--- config.mk ---
export PLATFORM = sky130hd
export DESIGN_NAME = w_order_scheduler
export DESIGN_NICKNAME = d
export VERILOG_FILES = /design/src/rtl/w_order_scheduler.sv
export SDC_FILE = /design/constraint.sdc
export NUM_CORES = 1
export LEC_CHECK = 0
export ABC_AREA = 1
export BUFFER_PORTS_ARGS = -buffer_cell sky130_fd_sc_hd__buf_2
export CAP_MARGIN = 5
export CORE_MARGIN = 1.5
export CORE_UTILIZATION = 51
export CTS_BUF_LIST = sky130_fd_sc_hd__clkbuf_16
export DETAILED_ROUTE_END_ITERATION = 6
export PLACE_DENSITY = 0.73
export SLEW_MARGIN = 15
export SYNTH_ARGS = -nofsm -noshare
export SYNTH_HDL_FRONTEND = slang
export SYNTH_SLANG_ARGS = --single-unit
--- constraint.sdc ---
create_clock -name clk -period 2.5 [get_ports clk]
set_input_delay 0.625 -clock clk [delete_from_list [all_inputs] [get_ports clk]]
set_output_delay 0.625 -clock clk [all_outputs]
set_load 0.005 [all_outputs]
--- src/rtl/w_order_scheduler.sv ---
// Per-destination W write-order scheduler: records AW grant order per destination and passes
// only the head source's W beats until its WLAST. Optional same-cycle bypass: W_ORDER_BYPASS_EN.
module w_order_fifo #(
  parameter int DEPTH = 4,
  parameter int LOG_M = 1
) (
  input  logic             clk,
  input  logic             rstn,
  input  logic             push,
  input  logic [LOG_M-1:0] pushSrc,
  input  logic             pop,
  output logic             headVld,
  output logic [LOG_M-1:0] head,
  output logic             full,
  output logic             ovf
);
  localparam int PW = $clog2(DEPTH);
  localparam int CW = PW + 1;

  logic [DEPTH-1:0][LOG_M-1:0] mem;
  logic [PW-1:0]               wptr, rptr;
  logic [CW-1:0]               count;
  logic                        pushOk, popOk, empty;

  assign empty  = (count == '0);
  assign full   = (count == CW'(DEPTH));
  assign pushOk = push & ~full;
  assign ovf    = push & full;

`ifdef W_ORDER_BYPASS_EN
  // An empty FIFO presents the incoming grant as head in the same cycle.
  assign headVld = ~empty | push;
  assign head    = empty ? pushSrc : mem[rptr];
`else
  assign headVld = ~empty;
  assign head    = mem[rptr];
`endif

  assign popOk = pop & headVld;

  always_ff @(posedge clk or negedge rstn) begin
    if (!rstn) begin
      mem   <= '0;
      wptr  <= '0;
      rptr  <= '0;
      count <= '0;
    end else begin
      if (pushOk) begin
        mem[wptr] <= pushSrc;
        wptr      <= wptr + PW'(1);
      end
      if (popOk) rptr <= rptr + PW'(1);
      count <= count + CW'(pushOk) - CW'(popOk);
    end
  end
endmodule

module w_order_scheduler #(
  parameter int M     = 2,
  parameter int N     = 2,
  parameter int DEPTH = 4,
  parameter int LOG_M = (M > 1) ? $clog2(M) : 1,
  parameter int LOG_N = (N > 1) ? $clog2(N) : 1
) (
  input  logic                      clk,
  input  logic                      rstn,
  input  logic [N-1:0]              awPush_i,
  input  logic [N-1:0][LOG_M-1:0]   awSrc_i,
  output logic [N-1:0]              awStall_o,
  input  logic [M-1:0]              srcWVld_i,
  input  logic [M-1:0][LOG_N-1:0]   srcWTarget_i,
  input  logic [M-1:0]              srcWLast_i,
  output logic [M-1:0]              srcWRdy_o,
  input  logic [N-1:0]              dstWRdy_i,
  output logic [N-1:0]              dstWVld_o,
  output logic [N-1:0][LOG_M-1:0]   dstWSel_o,
  output logic                      errOvf_o
);
  logic [N-1:0]            hv, pop, ovf;
  logic [N-1:0][LOG_M-1:0] head;

  for (genvar d = 0; d < N; d++) begin : gDst
    w_order_fifo #(.DEPTH(DEPTH), .LOG_M(LOG_M)) uFifo (
      .clk     (clk),
      .rstn    (rstn),
      .push    (awPush_i[d]),
      .pushSrc (awSrc_i[d]),
      .pop     (pop[d]),
      .headVld (hv[d]),
      .head    (head[d]),
      .full    (awStall_o[d]),
      .ovf     (ovf[d])
    );
    assign dstWSel_o[d] = hv[d] ? head[d] : '0;
  end

  // Only the head source of a destination can match it, so each d has at most one driver.
  always_comb begin
    dstWVld_o = '0;
    srcWRdy_o = '0;
    pop       = '0;
    for (int s = 0; s < M; s++) begin
      for (int d = 0; d < N; d++) begin
        if (srcWVld_i[s] && srcWTarget_i[s] == LOG_N'(d) && hv[d] && head[d] == LOG_M'(s)) begin
          dstWVld_o[d] = 1'b1;
          if (dstWRdy_i[d]) begin
            srcWRdy_o[s] = 1'b1;
            if (srcWLast_i[s]) pop[d] = 1'b1;
          end
        end
      end
    end
  end

  always_ff @(posedge clk or negedge rstn) begin
    if (!rstn) errOvf_o <= 1'b0;
    else       errOvf_o <= errOvf_o | (|ovf);
  end
endmodule

* Yosys cells after proc, flatten, opt, wreduce, memory -nomap -nowiden *
Index checks and enable logic that the tools add are counted.
Widths: inputs -> output; s select.

word-level totals
  register bits after elaboration = 23
  output and inout bits = 9
  logic and storage cells = 97

operators by class
  $add $sub $neg = 8
  magnitude comparators = 6
  eq/ne operators = 2
  mux-type cells = 34
  bitwise operators = 15
  reductions and logical operators = 17

operators with widths
  operator             count
  $mux 1               28
  $logic_and 1x1->1    14
  $lt 2x3->1 const B   4
  $add 2x1->2 const B  4
  $bwmux 4             2
  $not 1->1            8
  $add 3x1->3          2
  $and 1x1->1          6
  $eq 3x3->1 const B   2
  $logic_not 3->1      2
  $sub 3x1->3          2
  $bmux 1 s2           2
  $demux 1 s2          2
  $ge 2x1->1 const B   2
  $reduce_or 2->1      1
  $or 1x1->1           1

* Longest topological paths before layout *
Gate-level depths: netlist of run 1.

  depth after elaboration = 10
  gate-level depth with buffers = 14
  depth with buffers taken out = 14

* Modules after synthesis *
A second synthesis of run 1 with hierarchy kept.

second synthesis, totals
  cells, all modules = 194
  area, all modules = 1,478.9 µm²

by module, submodules not included
  module             instances  cells each  area each (µm²)
  w_order_fifo       2          79          651.9
  w_order_scheduler  1          36          175.2

* Worst setup path before layout of run 1 *
Ideal clock, no wire load.

  path kind = reg2reg
  start point = register gDst[1].uFifo.count[1]
  end point = register gDst[1].uFifo.count[2]
  library setup time = 129 ps
  arrival = 2,088 ps
  required time = 2,371 ps
  setup slack = 283 ps
  stages on the path, launching flop included = 12
  buffers on the path = 0
  clock period less this slack = 2,217 ps
  cell sequence = dfrtp_1 > nor3_1 > nor2_1 > nand3b_1 > nand2_2 > ha_1 > inv_1 > ha_1 > inv_1 > fa_1 > xnor2_1 > xor2_1

on the way
  word-level cells in the longest chain between the ends = 10

RTL lines
  element                         line  text
  from (decl)                     22    logic [CW-1:0] count;
  from (signal assigned)          53    count <= count + CW'(pushOk) - CW'(popOk);
  $logic_not 3->1 *               25    assign empty = (count == '0);
  $not 1->1 *                     35    assign headVld = ~empty;
  $logic_and 1x1->1 (2 in a row)  104   if (srcWVld_i[s] && srcWTarget_i[s] == LOG_N'(d) && hv[d] && head[d] == LOG_M'(s)) begin
  $mux 1                          104
  $mux 1                          108   if (srcWLast_i[s]) pop[d] = 1'b1;
  $mux 1                          106   if (dstWRdy_i[d]) begin
  $mux 1                          104
  $and 1x1->1 *                   39    assign popOk = pop & headVld;
  net gDst[1].uFifo.popOk         23    logic pushOk, popOk, empty;
  $sub 3x1->3 *                   53

Mark *: on every way through the listed nets, which the timed path passes. The rest lies on a longest branch.
A chain may end at the register's enable or synchronous reset.

* Worst setup path in the final report of run 1 *
  start point = register gDst[1].uFifo.rptr[0]
  end point = register gDst[1].uFifo.count[2]

on the way
  word-level cells in the longest chain between the ends = 10

RTL lines
  element                         line  text
  from (decl)                     21    logic [PW-1:0] wptr, rptr;
  from (signal assigned)          52    if (popOk) rptr <= rptr + PW'(1);
  $bmux 1 s2 *                    36    assign head = mem[rptr];
  $mux 1 (implied by the code) *  36
  $not 1->1                       104
  $logic_and 1x1->1               104
  $mux 1                          104
  $mux 1                          108
  $mux 1                          106
  $mux 1 *                        104
  $and 1x1->1 *                   39
  net gDst[1].uFifo.popOk         23
  $sub 3x1->3 *                   53

Mark *: on every way through the listed nets, which the timed path passes. The rest lies on a longest branch. The select of a mux whose other input is x is not followed.

==> impl_metrics.yaml, run 1 <==
sta:
  grt_setup_unrepaired: "false"
  setup_viol: 0
  clock.fmax_mhz: 433
  slew-limit-headroom: 0.652
  maxSlewViolCount: 0
  timing_hold_violations_final: 0
  fin_skew_ns: 0.00182
  setup-tns-final_ns: 0
  period_minus_slack_ns: 2.31
  actual_transition_at_the_worst_max_transition_pin_ns: 0.522
  fin_crit_sh: 0.924
worst_setup_path:
  cp.arrival_ns: 2.48
  r2r_slack_ns: 0.19
  worst-endpoint-required_ns: 2.67
  timing.critical_path.fanout_max: 5
  end_kind: "flip-flop"
  reg2regPathDepth: 13
  cp-start-kind: "flip-flop"
  crit_slowest_cell: "sky130_fd_sc_hd__dfrtp_2"
  cp_top_family: "adder cells"
  worst_path_largest_cell_delay_ns: 0.44
  timing.rr.end: "gDst[1].uFifo.count[2]$_DFF_PN0_"
  timing.critical_path.cells: "inv_2 > nand2_1 > nand3_1 > nand2_2 > nand3b_1 > nand2_2 > ha_1 > inv_1 > ha_1 > inv_1 > fa_1 > xnor2_1 > xor2_1"
  path_class: "flip-flop to flip-flop"
  cp.buffers_inverters: 3
  reg2reg_from: "gDst[1].uFifo.rptr[0]$_DFFE_PN0P_"
cells_and_area:
  nNetsFinal: 229
  syn_to_final_growth_pct: 15.2
  fillers: 220
  multi_input_area_um2: 769
  antenna_cells: 0
  final_layout_size_suffix_gt1_frac: 0.225
  seqCellArea_um2: 577
  final_core_utilization: 0.620
grt:
  maximum_number_of_pins_on_one_net_before_global_route_repair: 24
  gr_util_all_layers: 0.197
  via_count_of_the_first_global_routing_pass: 1194
  grt_overflow_total: 0
  grt_first_pass_wirelength_um: 4990
  antenna_found_initial: 0
flow_run:
  cap_violations: 0
die:
  floorplan.io_pins: 23
  start_util: 0.538
  dieHeight_um: 56.9
  rows: 19
  floorplan.core_area_um2: 2760
  die_area_um2: 3240
  floorplan_die_width_um: 56.9
yosys:
  number_of_warnings_printed_during_yosys_synthesis: 0
  synth_seq_cells: 23
  yosys.cell_count.top_type: "sky130_fd_sc_hd__nand2_1"
  synth_top_area_frac: 0.388
  syn_nets: 204
  yosysTopAreaCell: "sky130_fd_sc_hd__dfrtp_1"
  syn-mean-instance-area_um2: 8.43
  synth-async-reset-ratio: 1.00
  syn-cell-area_um2: 1480
  seq_area_frac_synth: 0.388
  ys_types: 24
  ys.flop_type: "sky130_fd_sc_hd__dfrtp_1"
  synthTopCellsByCount: "sky130_fd_sc_hd__nand2_1, sky130_fd_sc_hd__inv_1, sky130_fd_sc_hd__dfrtp_1, sky130_fd_sc_hd__ha_1, sky130_fd_sc_hd__nand3_1"
  postSynthCellCount: 176
  ys_top_cells_by_area: "sky130_fd_sc_hd__dfrtp_1, sky130_fd_sc_hd__nand2_1, sky130_fd_sc_hd__ha_1, sky130_fd_sc_hd__inv_1, sky130_fd_sc_hd__xor2_1"
  number_of_synthesized_flops_with_an_enable_pin: 0
clock_tree:
  sink_count: 23
  worst_setup_hold_path_clk_slew_ns: 0.06
  hold_buffers: 0
  clock_path_buffers: 2
  htreeDepth: 1
  cts-root-buf: "sky130_fd_sc_hd__clkbuf_16"
  postCtsSetupRepairBufs: 0
  cts_tree: "built"
  postCtsResizedCells: 0
  clock_insertion_delay_at_the_later_pin_of_the_skew_report_ns: 0.26
  cts_made_buffers: 3
route:
  drt.antenna.violating_nets: 0
  wire_per_inst_um: 11.9
  met2_wirelength_um: 1270
  num_vias: 1144
  first_iter_violations: 48
  highest_layer: "met4"
  drt_pre_antenna_iters: 4
  drc: 0
  met3_length_um: 100
  wirelength_met1_um: 1310
  routed_via_density: 4.95
  wl_um: 2740
placed_design:
  routabilityCongestion: 0.770
  post-dp-hpwl_um: 2120
  port_buffers: 22
hold_path:
  min_path_type: "input port to asynchronous set/reset pin"
power:
  p_leak_nw: 0.950
  irDropWorstVdd_mv: 0.767
  pwr_density_cell_nw_per_um2: 1180
outcome:
  status: "completed"
cells in the final DEF, fill, tap and decap left out, types with 3 or more instances in the layout:
cell type / count
sky130_fd_sc_hd__nand2_1: 42
sky130_fd_sc_hd__inv_1: 34
sky130_fd_sc_hd__dfrtp_1: 22
sky130_fd_sc_hd__buf_2: 22
sky130_fd_sc_hd__ha_1: 12
sky130_fd_sc_hd__nand3_1: 9
sky130_fd_sc_hd__o21ai_0: 8
sky130_fd_sc_hd__nand2_2: 6
sky130_fd_sc_hd__xor2_1: 6
sky130_fd_sc_hd__o31ai_1: 6
sky130_fd_sc_hd__nor2_1: 5
sky130_fd_sc_hd__o21ai_1: 4
sky130_fd_sc_hd__inv_2: 3
sky130_fd_sc_hd__nand3_2: 3
sky130_fd_sc_hd__clkbuf_16: 3
final cells by class:
type	count	area share
clock buffers	3	0.0439
clock inverters	1	0.00220
inverters	36	0.0791
multi-input cells	115	0.450
flip-flops and latches	23	0.337
well taps	31	0.0227
repair buffers	22	0.0644
per-stage QoR:
step	instance area, µm²	std cells	power (W)	hold WS (ns)	setup WS [ns]
CTS	1700	231	0.00203	0.356	0.0422
floorplan	1480	176	0.00141	0.329	0.283
finish	1710	231	0.00202	0.339	0.191
global placement	1620	227	0.00159	0.449	0.158
global route	1710	231	0.00223	0.387	0.00623
detailed placement	1620	227	0.00166	0.464	0.0746
worst register-to-register path: stages (launching register included):
cell and delay, ns:
sky130_fd_sc_hd__dfrtp_2 0.44, sky130_fd_sc_hd__inv_2 0.08, sky130_fd_sc_hd__nand2_1 0.05, sky130_fd_sc_hd__nand3_1 0.08, sky130_fd_sc_hd__nand2_2 0.08, sky130_fd_sc_hd__nand3b_1 0.15, sky130_fd_sc_hd__nand2_2 0.09, sky130_fd_sc_hd__ha_1 0.29
sky130_fd_sc_hd__inv_1 0.06, sky130_fd_sc_hd__ha_1 0.14, sky130_fd_sc_hd__inv_1 0.05, sky130_fd_sc_hd__fa_1 0.37, sky130_fd_sc_hd__xnor2_1 0.18, sky130_fd_sc_hd__xor2_1 0.17
registers in the layout, indices dropped and copies added (netlist names):
register and count:
errOvf_o 1, gDst.uFifo.mem 8, gDst.uFifo.rptr 4, gDst.uFifo.count 6, gDst.uFifo.wptr 4
worst max path at each step:
stage                                            from                                to  slack (ns)  depth (start not counted)
floorplan            gDst[1].uFifo.count[1]$_DFF_PN0_  gDst[1].uFifo.count[2]$_DFF_PN0_        0.28                         11
global placement                         srcWVld_i[0]  gDst[1].uFifo.count[2]$_DFF_PN0_        0.16                         12
detailed placement                       srcWVld_i[0]  gDst[1].uFifo.count[2]$_DFF_PN0_        0.07                         12
CTS                  gDst[1].uFifo.count[1]$_DFF_PN0_  gDst[1].uFifo.count[2]$_DFF_PN0_        0.04                         11
global route         gDst[1].uFifo.count[1]$_DFF_PN0_  gDst[1].uFifo.count[2]$_DFF_PN0_       0.006                         11
finish              gDst[1].uFifo.rptr[0]$_DFFE_PN0P_  gDst[1].uFifo.count[2]$_DFF_PN0_        0.19                         13
cells by family after synthesis:
family | after synthesis | share of synthesized area
and+or+nand+nor | 74 | 0.259
buffers and inverters | 38 | 0.101
DFF | 23 | 0.388
AOI/OAI and AO/OA | 19 | 0.0767
adders and majority gates | 14 | 0.128
xor gates and xnor gates | 8 | 0.0472
power breakdown:
part / switching [W] / leakage [nW] / internal [W]
Sequential: 0.000184 / 0.276 / 0.000558
Clock: 0.000129 / 0.0423 / 0.000213
Combinational: 0.000553 / 0.632 / 0.000384
metal layers:
layer / GRT usage / up-vias
met5: 0 / -
met4: 0.0930 / 0
met3: 0.0272 / 7
met2: 0.327 / 25
met1: 0.256 / 521
li1: - / 591
Power figures use the tool's default switching activity.
==> inputs of run 2 (changes only) <==
--- a/config.mk
+++ b/config.mk
@@ -5,14 +5,13 @@
 export SDC_FILE = /design/constraint.sdc
 export NUM_CORES = 1
 export LEC_CHECK = 0
-export ABC_AREA = 1
 export BUFFER_PORTS_ARGS = -buffer_cell sky130_fd_sc_hd__buf_2
 export CAP_MARGIN = 5
 export CORE_MARGIN = 1.5
 export CORE_UTILIZATION = 51
 export CTS_BUF_LIST = sky130_fd_sc_hd__clkbuf_16
 export DETAILED_ROUTE_END_ITERATION = 6
-export PLACE_DENSITY = 0.73
+export PLACE_DENSITY = 0.74
 export SLEW_MARGIN = 15
 export SYNTH_ARGS = -nofsm -noshare
 export SYNTH_HDL_FRONTEND = slang
==> impl_metrics.yaml, run 2 <==
clock_tree:
  clock_path_buffers: 2
  cts-root-buf: "sky130_fd_sc_hd__clkbuf_16"
  cts_tree: "built"
  htreeDepth: 1
  worst_setup_hold_path_clk_slew_ns: 0.06
  clock_insertion_delay_at_the_later_pin_of_the_skew_report_ns: 0.25
  sink_count: 23
  cts_made_buffers: 3
yosys:
  syn-cell-area_um2: 1340
  ys.flop_type: "sky130_fd_sc_hd__dfrtp_1"
  synth-async-reset-ratio: 1.00
  number_of_synthesized_flops_with_an_enable_pin: 0
  syn-mean-instance-area_um2: 11.3
  yosys.cell_count.top_type: "sky130_fd_sc_hd__dfrtp_1"
  ys_top_cells_by_area: "sky130_fd_sc_hd__dfrtp_1, sky130_fd_sc_hd__ha_1, sky130_fd_sc_hd__mux2_2, sky130_fd_sc_hd__xnor2_1, sky130_fd_sc_hd__inv_1"
  number_of_warnings_printed_during_yosys_synthesis: 0
  ys_types: 35
  synthTopCellsByCount: "sky130_fd_sc_hd__dfrtp_1, sky130_fd_sc_hd__ha_1, sky130_fd_sc_hd__inv_1, sky130_fd_sc_hd__nand2_1"
  yosysTopAreaCell: "sky130_fd_sc_hd__dfrtp_1"
  synth_top_area_frac: 0.430
  synth_seq_cells: 23
  postSynthCellCount: 119
  syn_nets: 147
  seq_area_frac_synth: 0.430
worst_setup_path:
  reg2regPathDepth: 10
  crit_slowest_cell: "sky130_fd_sc_hd__mux4_2"
  reg2reg_from: "gDst[1].uFifo.rptr[0]$_DFFE_PN0P_"
  path_class: "flip-flop to output pin"
  cp-start-kind: "flip-flop"
  end_kind: "output pin"
  timing.critical_path.fanout_max: 4
  r2r_slack_ns: -0.09
  cp.arrival_ns: 1.97
  timing.rr.end: "gDst[1].uFifo.count[2]$_DFF_PN0_"
  timing.critical_path.cells: "mux4_2 > buf_6 > or3b_1 > a21oi_1 > buf_2"
  worst_path_largest_cell_delay_ns: 0.59
  worst-endpoint-required_ns: 1.88
route:
  num_vias: 1025
  drt_pre_antenna_iters: 4
  drt.antenna.violating_nets: 0
  wire_per_inst_um: 14.5
  wl_um: 2790
  drc: 0
  routed_via_density: 5.34
  first_iter_violations: 7
placed_design:
  place_inst: 184
  placement.setup.worst_slack_ns: -0.127
  post-dp-hpwl_um: 2020
  routabilityCongestion: 0.768
  port_buffers: 22
sta:
  period_minus_slack_ns: 2.59
  fin_skew_ns: 0.00247
  clock.fmax_mhz: 386
  timing_hold_violations_final: 0
  actual_transition_at_the_worst_max_transition_pin_ns: 0.608
  maxSlewViolCount: 0
  layout_setup_ws_ns: -0.0918
  setup_viol: 4
  grt_setup_unrepaired: "true"
  slew-limit-headroom: 0.594
  setup-tns-final_ns: -0.196
  fin_crit_sh: 1.04
die:
  die_area_um2: 2940
  start_util: 0.541
  floorplan_die_width_um: 54.3
  dieHeight_um: 54.3
  rows: 18
  floorplan.core_area_um2: 2480
  floorplan.io_pins: 23
flow_run:
  cap_violations: 0
grt:
  antenna_found_initial: 0
  maximum_number_of_pins_on_one_net_before_global_route_repair: 24
  grt_overflow_total: 0
  via_count_of_the_first_global_routing_pass: 1046
  gr_util_all_layers: 0.215
  grt_first_pass_wirelength_um: 4420
cells_and_area:
  final_layout_size_suffix_gt1_frac: 0.426
  largest_reg_flops: 8
  syn_to_final_growth_pct: 34.1
  nNetsFinal: 191
  layout.cells.non_filler: 192
  antenna_cells: 0
  layout_commonest_cell: "sky130_fd_sc_hd__dfrtp_1"
  register_with_the_highest_flop_count: "gDst.uFifo.mem"
  largest_registers: "gDst.uFifo.mem (8), gDst.uFifo.count (6)"
  fillers: 172
  most-common-layout-cells: "sky130_fd_sc_hd__dfrtp_1, sky130_fd_sc_hd__buf_2, sky130_fd_sc_hd__buf_4, sky130_fd_sc_hd__inv_1, sky130_fd_sc_hd__nand2_1"
  final_core_utilization: 0.725
power:
  irDropWorstVdd_mv: 0.726
  pwr_density_cell_nw_per_um2: 1250
  p_leak_nw: 0.861
  totalPowerFinal_w: 0.00225
outcome:
  violations: "setup timing"
  status: "finished with violations"
hold_path:
  min_path_type: "input port to asynchronous set/reset pin"
## run 2: cell count changes in the layout (fill, tap and decap cells not counted), sizes merged, moves of 4 or more
| cell | previous run | this run |
|---|---|---|
| buf | 22 | 43 |
| xnor2 | 2 | 6 |
| o21ai | 12 | 2 |
| nand2 | 49 | 12 |
| nor2b | 0 | 5 |
| inv | 37 | 13 |
| o31ai | 6 | 1 |
| nor2 | 6 | 1 |
| nand3 | 12 | 2 |
| mux2 | 0 | 8 |
## run 2: how the worst max path moves through the flow
stage,from,endpoint,cells past startpoint
3_5_place_dp,gDst[0].uFifo.count[0]$_DFF_PN0_,gDst[0].uFifo.count[2]$_DFF_PN0_,9
2_1_floorplan,gDst[1].uFifo.rptr[0]$_DFFE_PN0P_,gDst[1].uFifo.count[2]$_DFF_PN0_,10
3_3_place_gp,gDst[0].uFifo.count[0]$_DFF_PN0_,gDst[0].uFifo.count[2]$_DFF_PN0_,9
5_1_grt,gDst[0].uFifo.rptr[0]$_DFFE_PN0P_,dstWVld_o[0],5
4_1_cts,gDst[0].uFifo.rptr[0]$_DFFE_PN0P_,dstWVld_o[0],5
6_report,gDst[0].uFifo.rptr[0]$_DFFE_PN0P_,dstWVld_o[0],5
## run 2: area by class of cell
cell class                      count  area, µm²  area share
Multi-Input combinational cell     80        786       0.437
Timing Repair Buffer               43        272       0.151
Clock inverter                      1       3.75     0.00209
Sequential cell                    23        576       0.320
Clock buffer                        3       75.1      0.0418
Tap cell                           30       37.5      0.0209
Inverter                           12       47.5      0.0265
## run 2: repair_timing
action / in CTS / in global routing
gates resized for setup: 2 / 8
hold endpoints to repair: 0 / 0
endpoints found under the setup margin: 4 / 6
hold buffers: 0 / 0
pin swaps: 5 / 3
buffers inserted: 4 / 0
## run 2: kinds of logic after synthesis
group | count (synthesis) | synth area share
AO/OA/AOI/OAI | 13 | 0.0766
XOR/XNOR | 10 | 0.0654
adder cells (fa/ha/maj) | 14 | 0.142
buffers and inverters | 16 | 0.0504
flip-flops | 23 | 0.430
multiplexers | 10 | 0.101
AND/OR/NAND/NOR | 33 | 0.135
## run 2: power by group
part / switching [W] / internal, W / total [W] / leakage, nW
Clock: 0.000128 / 0.000213 / 0.000341 / 0.0423
Combinational: 0.000556 / 0.000653 / 0.00121 / 0.550
Sequential: 0.000135 / 0.000566 / 0.000700 / 0.269
Total: 0.000818 / 0.00143 / 0.00225 / 0.861
## run 2: worst max-delay path: cells and delay by family, from the launching register on
| kind | cells | cell delay [ns] |
|---|---|---|
| flops | 1 | 0.38 |
| buf+inv | 2 | 0.27 |
| compound gates | 1 | 0.13 |
| mux | 1 | 0.59 |
| simple gates | 1 | 0.34 |
## run 2: metal layers
metal | wire [µm] | GRT usage | up-vias
li1 | - | - | 495
met1 | 1120 | 0.244 | 486
met2 | 1410 | 0.384 | 33
met3 | 147 | 0.0464 | 11
met4 | 106 | 0.0958 | 0
met5 | 0 | 0 | -
## run 2: per-stage QoR
step | cell area (µm²) | hold WS, ns
final | 1800 | 0.341
after global routing | 1800 | 0.387
after CTS | 1750 | 0.360
after detailed placement | 1640 | 0.473
after global placement | 1640 | 0.463
after floorplan | 1380 | 0.329
